### src/rtl/viterbi_pkg.sv
// Shared constants, types and helpers for the hard-decision Viterbi decoder.
package viterbi_pkg;

    // Default code: K=5, generators 23/35 octal.
    localparam int K_DEF  = 5;
    localparam int G0_DEF = 'o23;
    localparam int G1_DEF = 'o35;

    // Received / expected code symbol: [1]=c0 (G0), [0]=c1 (G1).
    typedef logic [1:0] sym_t;

    // Hard-decision branch metric, 0..2.
    typedef logic [1:0] bm_t;

    // Sequencer states.
    typedef enum logic {
        IDLE = 1'b0,
        RUN  = 1'b1
    } fsm_t;

    // Number of trellis states for constraint length k.
    function automatic int num_states(input int k);
        return 1 << (k - 1);
    endfunction

    // Encoder output for shift register contents {pred, b}; tap i of each
    // generator multiplies register bit i.
    function automatic sym_t expected_bits(input logic [31:0] reg_val,
                                           input logic [31:0] g0,
                                           input logic [31:0] g1);
        return {^(reg_val & g0), ^(reg_val & g1)};
    endfunction

endpackage

### src/rtl/trellis_sched.sv
// Per-symbol trellis sequencer: walks every destination state once per
// received symbol and hands predecessor pairs plus branch metrics to the ACS.
module trellis_sched
    import viterbi_pkg::*;
#(
    parameter int K      = K_DEF,
    parameter int G0_OCT = G0_DEF,
    parameter int G1_OCT = G1_DEF,
    localparam int M     = K - 1
) (
    input  logic         clk,
    input  logic         rst_n,
    input  logic         sym_valid,
    output logic         sym_ready,
    input  logic [1:0]   sym_in,
    input  logic         sym_first,
    output logic         op_valid,
    input  logic         op_ready,
    output logic [M-1:0] op_dst,
    output logic [M-1:0] op_pred0,
    output logic [M-1:0] op_pred1,
    output logic [1:0]   op_bm0,
    output logic [1:0]   op_bm1,
    output logic         op_bank,
    output logic         op_first,
    output logic         op_last,
    output logic         op_frame,
    output logic         busy
);

    localparam int         NS       = num_states(K);
    localparam logic [M-1:0] CNT_LAST = M'(NS - 1);

    // Local 2-bit popcount of the symbol mismatch.
    function automatic bm_t hamming2(input sym_t a, input sym_t e);
        sym_t x;
        x = a ^ e;
        return {x[1] & x[0], x[1] ^ x[0]};
    endfunction

    fsm_t         state;
    logic [M-1:0] cnt;
    sym_t         sym_q;
    logic         frame_q;
    logic         bank;

    logic         beat_done;
    logic         last_done;
    logic         accept;
    logic         b;
    sym_t         exp0;
    sym_t         exp1;

    // Handshake decode; only sym_ready sees op_ready combinationally.
    assign op_valid  = (state == RUN);
    assign busy      = op_valid;
    assign op_first  = (cnt == '0);
    assign op_last   = (cnt == CNT_LAST);
    assign beat_done = op_valid & op_ready;
    assign last_done = beat_done & op_last;
    assign sym_ready = (state == IDLE) | last_done;
    assign accept    = sym_valid & sym_ready;

    // Beat decode: pure function of registered state.
    assign op_dst   = cnt;
    assign b        = cnt[0];
    assign op_pred0 = {1'b0, cnt[M-1:1]};
    assign op_pred1 = {1'b1, cnt[M-1:1]};
    assign exp0     = expected_bits(32'({op_pred0, b}), 32'(G0_OCT), 32'(G1_OCT));
    assign exp1     = expected_bits(32'({op_pred1, b}), 32'(G0_OCT), 32'(G1_OCT));
    assign op_bm0   = hamming2(sym_q, exp0);
    assign op_bm1   = hamming2(sym_q, exp1);
    assign op_bank  = bank;
    assign op_frame = frame_q;

    // Sequencer FSM: symbol capture, beat counting and bank ping-pong.
    always_ff @(posedge clk or negedge rst_n) begin
        if (!rst_n) begin
            state   <= IDLE;
            cnt     <= '0;
            sym_q   <= '0;
            frame_q <= 1'b0;
            bank    <= 1'b0;
        end else begin
            // A completed symbol swaps read/write path-metric banks.
            if (last_done) begin
                bank <= ~bank;
            end
            if (accept) begin
                sym_q   <= sym_in;
                frame_q <= sym_first;
                cnt     <= '0;
                state   <= RUN;
            end else if (last_done) begin
                state <= IDLE;
            end else if (beat_done) begin
                cnt <= cnt + 1'b1;
            end
        end
    end

endmodule

### config.mk
export PLATFORM = sky130hd
export DESIGN_NAME = trellis_sched
export DESIGN_NICKNAME = d
export VERILOG_FILES = /design/src/rtl/viterbi_pkg.sv /design/src/rtl/trellis_sched.sv
export SDC_FILE = /design/constraint.sdc
export NUM_CORES = 1
export LEC_CHECK = 0
export BUFFER_PORTS_ARGS = -buffer_cell sky130_fd_sc_hd__buf_4
export CORE_MARGIN = 3
export CORE_UTILIZATION = 43
export CTS_CLUSTER_SIZE = 14
export DETAILED_ROUTE_END_ITERATION = 6
export GPL_ROUTABILITY_DRIVEN = 0
export GPL_TIMING_DRIVEN = 0
export MAX_ROUTING_LAYER = met4
export PLACE_DENSITY = 0.76
export SETUP_SLACK_MARGIN = 0.05
export SLEW_MARGIN = 20
export SYNTH_ARGS = -nofsm -noshare
export SYNTH_HDL_FRONTEND = slang
export SYNTH_SLANG_ARGS = --single-unit
export TNS_END_PERCENT = 20
### constraint.sdc
create_clock -name clk -period 1.85 [get_ports clk]
set_input_delay 0.0925 -clock clk [delete_from_list [all_inputs] [get_ports clk]]
set_output_delay 0.0925 -clock clk [all_outputs]
set_load 0.01 [all_outputs]
# After elaboration in Yosys (flattened, before gate mapping)
# Index checks and enable logic that the tools add are counted.
dict set report classes {
  reduce_logical 8
  n_bitwise 12
  n_eq_ne 2
  n_mux 5
  add_sub_neg 1
}
# op count
set op_table {}
lappend op_table {{parity 32 bit} 4}
lappend op_table {{two-way mux 4 bit} 3}
lappend op_table {{bitwise AND 1 bit} 5}
lappend op_table {{adder 4 x 1 -> 4 bit (second input constant)} 1}
lappend op_table {{== test 4 bit (second input constant)} 1}
lappend op_table {{zero test 4 bit} 1}
lappend op_table {{nonzero test 2 bit} 2}
lappend op_table {{XOR 2 bit} 2}
lappend op_table {{two-way mux 1 bit} 2}
lappend op_table {{!= test 2 x 1 -> 1 bit (second input constant)} 1}
lappend op_table {{inverter 1 bit} 2}
lappend op_table {{AND reduction 2 bit} 1}
lappend op_table {{XOR 1 bit} 2}
lappend op_table {{OR 1 bit} 1}
dict set report totals {
  register_bits 9
  output_inout_bits 23
  input_bits 7
  wordCells 33
}

# Logic depth before layout (Yosys ltp)
dict set report depth {
  depth_word 6
  ltp_mapped 6
  depth_no_buf 6
}

# Least setup slack after synthesis
# Ideal clock, no wire load.
dict set report synth_path {
  path_kind {flip-flop to output port}
  start {register cnt[2], in the netlist op_dst[2]}
  end {output op_bm0[0]}
  slack_ns 0.250
  stages_incl_launch_ff 7
  required_ns 1.757
  n_path_buf 0
  t_arrival_ns 1.508
  cell_sequence {dfrtp_1 > inv_1 > ha_1 > xnor2_1 > xnor2_1 > inv_1 > ha_1}
}
dict set report synth_between {
  elab_chain_len 3
}
# item line
set synth_rtl {}
lappend synth_rtl {{start: declaration} trellis_sched.sv:42} ;# logic [M-1:0] cnt;
lappend synth_rtl {{start signal: assignment} trellis_sched.sv:97} ;# cnt <= cnt + 1'b1;
lappend synth_rtl {{parity 32 bit} viterbi_pkg.sv:31} ;# return {^(reg_val & g0), ^(reg_val & g1)};
lappend synth_rtl {{XOR 2 bit} trellis_sched.sv:37} ;# x = a ^ e;
lappend synth_rtl {{XOR 1 bit} trellis_sched.sv:38} ;# return {x[1] & x[0], x[1] ^ x[0]};
lappend synth_rtl {{end: declaration} trellis_sched.sv:22} ;# output logic [1:0] op_bm0,
# No other way between the ends.

# Worst setup path after layout
# Same ends and word-level chain as after synthesis.

==> summary.txt <==
Status = complete, no violations
DR DRC count = 0
Layout area overhead = 62.7%
# diodes = 0
TritonCTS clock tree = yes
Largest net degree at the start of global routing = 10
Most frequent cells in the layout = 40 x buf_4, 7 x dfrtp_1, 4 x inv_2, 4 x nand3_1
R2R Path Start = op_dst[1]$_DFFE_PN0P_
Max clock buf depth = 2
Crit path max-delay family = adder cells
Grt total ovfl = 0
RSZ-0062 raised after global routing = true
Mux contribution to synthesized area = 5.53%
Total power = 2.36 mW
Detail Route Antenna Nets = 0
Total CTS buffers = 3
XOR/XNOR share of the synthesized area = 7.17%
Ys async rst share = 100%
Hold_ws = 0.0315 ns
Peak supply drop = 1330 uV
Multi-input combinational cell area = 363 um^2
Yosys warnings = 0
Final Util = 81.7%
NumNets Final = 114
First DRT Iteration DRCs = 7
WP buf/inv = 3
Commonest non-fill, non-tap cell in the layout = buf_4
Worst R2R Setup Slack = 0.19 ns
Final hold vios = 0
Chip height = 43.7 um
Clock slew at the register clock pins of the worst setup and hold paths = 0.07 ns
WP data arrival = 1.75 ns
Worst setup path endpoint = op_bm0[0]
Adder-Cell Fraction of Synth Area = 12.3%
Worst EP required = 1.76 ns
Syn Nets = 75
Hold WC Path Type = input port to register
Crit-path cells = inv_2 > ha_4 > xnor2_2 > xnor2_1 > inv_1 > ha_4 > buf_6
Site Rows = 12
Setup ws final = 0.00743 ns
Tcrit/Tclk final = 99.6%
Slowest CP cell = dfrtp_1
Max FO, Critical Path = 2
Via count = 567
Clk_lat worst skew = 0.26 ns
# port buffers = 27
Post-layout min period = 1.84 ns
R2R depth = 6
H-Tree Depth = 1
Simple-Gate Fraction of Synth Area = 13.7%
Largest family of logic cells by synthesized area = buffers and inverters
Ports = 30
Crit path capture type = output pin
Share of cells above drive strength 1 = 65.0%
Compound-Gate Fraction of Synth Area = 7.79%
Core area = 1220 um^2
DP Wirelength = 946 um
Post-Place Worst Slack = 0.120 ns
Mapped cell area = 611 um^2
Clock Root Buffer = clkbuf_4
TritonRoute pass-1 iters = 6
Post-synth EDFFs = 0
Path length in cells of the critical path = 7
Die area = 1910 um^2
CP dominant cell by count = ha_4
CP startpoint = op_dst[2]$_DFFE_PN0P_
LEAKAGE = 0.500 nW
Worst clock skew = 0.00412 ns
DRT Wirelength = 1.52 mm
# fillers = 87
Via/cell ratio = 4.97
Max incr delay on CP = 0.39 ns
CP startpoint kind = register
GRT Util Overall = 16.7%
First-pass GRT wire length = 2.30 mm
Reg-to-Reg End = op_dst[3]$_DFFE_PN0P_
Top FF cell, synth = dfrtp_1
Initial Util = 50.2%
Sequential cell area fraction in the yosys report = 36.9%
# setup viols final = 0
CTS Sinks = 9
Syn avg cell area = 9.85 um^2
FF+latch count, synth = 9
Max-slew violations = 0
Mean routed wirelength per cell = 13.3 um
Maximum clock rate = 0.543 GHz
DIE WIDTH = 43.7 um
Max Cap Viol = 0
Register area = 228 um^2
Gate Count Post-Synth = 62
Vias in the first global route = 526
P per Cell Area = 2380 nW/um^2
Crit Path Class = register to output pin
Netlist cell types = 23
Initial antenna violation count = 0
state kept, by name (all words and copies together) (netlist names):
| name | flops |
|---|---|
| sym_q | 2 |
| op_frame | 1 |
| busy | 1 |
| op_dst | 4 |
| op_bank | 1 |
per-layer routing:
layer / wire length (um) / share of wire, % / vias to the layer above / GRT usage, %
met5: 0 / 0 / - / -
met4: 27 / 1.8 / 0 / 7.23
met3: 142 / 9.3 / 4 / 3.32
met2: 777 / 51 / 39 / 27.9
met1: 574 / 38 / 257 / 19.1
li1: - / - / 267 / -
area by class of cell:
| cell class | instances | share of cell area [%] |
|---|---|---|
| Buffer | 9 | 6.80 |
| Tap cell | 14 | 1.76 |
| Clock buffer | 4 | 2.64 |
| Inverter | 7 | 2.64 |
| Sequential cell | 9 | 22.9 |
| Multi-Input combinational cell | 37 | 36.5 |
| Timing Repair Buffer | 34 | 26.7 |
stage by stage:
stage	TNS [ns]	area, um^2	cells
global route	-0.233	993	114
floorplan	0	611	62
detailed placement	0	831	103
global placement	0	831	103
CTS	0	923	112
finish	0	993	114
cells by family after synthesis:
kind of cell	Yosys count
AO/OA/AOI/OAI	7
AND/OR/NAND/NOR	14
adder cells (fa/ha/maj)	6
flip-flops	9
multiplexers	3
XOR/XNOR	5
other	2
buffers and inverters	16
worst min path at each step:
stage | cells after the start | slack, ns | startpoint | end
6_report | 2 | 0.03 | sym_valid | busy$_DFFE_PN0P_
5_1_grt | 2 | 0.04 | sym_valid | busy$_DFFE_PN0P_
4_1_cts | 2 | 0.03 | sym_valid | busy$_DFFE_PN0P_
3_5_place_dp | 1 | -0.08 | rst_n | sym_q[0]$_DFFE_PN0P_
3_3_place_gp | 1 | -0.08 | rst_n | sym_q[0]$_DFFE_PN0P_
2_1_floorplan | 0 | -0.20 | rst_n | busy$_DFFE_PN0P_
Yosys cell counts (2+ instances only):
cell / instances / area share (%)
nand2_2: 2 / 2.0
nand2_1: 2 / 1.2
o21ai_0: 2 / 1.6
ha_1: 6 / 12
xnor2_1: 4 / 5.7
a21oi_1: 2 / 1.6
mux2_2: 3 / 5.5
conb_1: 2 / 1.2
buf_4: 9 / 11
nand3_1: 4 / 3.3
dfrtp_1: 9 / 37
inv_1: 6 / 3.7
report_power, final:
group	switching (mW)	total [mW]	internal, mW
logic	0.785	1.84	1.06
clock network	0.0722	0.155	0.0832
registers	0.0768	0.363	0.287
timing repair:
action	CTS	global route
setup buffers	4	2
pin swaps	3	4
hold buffers	1	0
gates resized for setup	7	7
endpoints found under the setup margin	4	6
endpoints found under the hold margin	9	0
(Power assumes the default switching activity.)
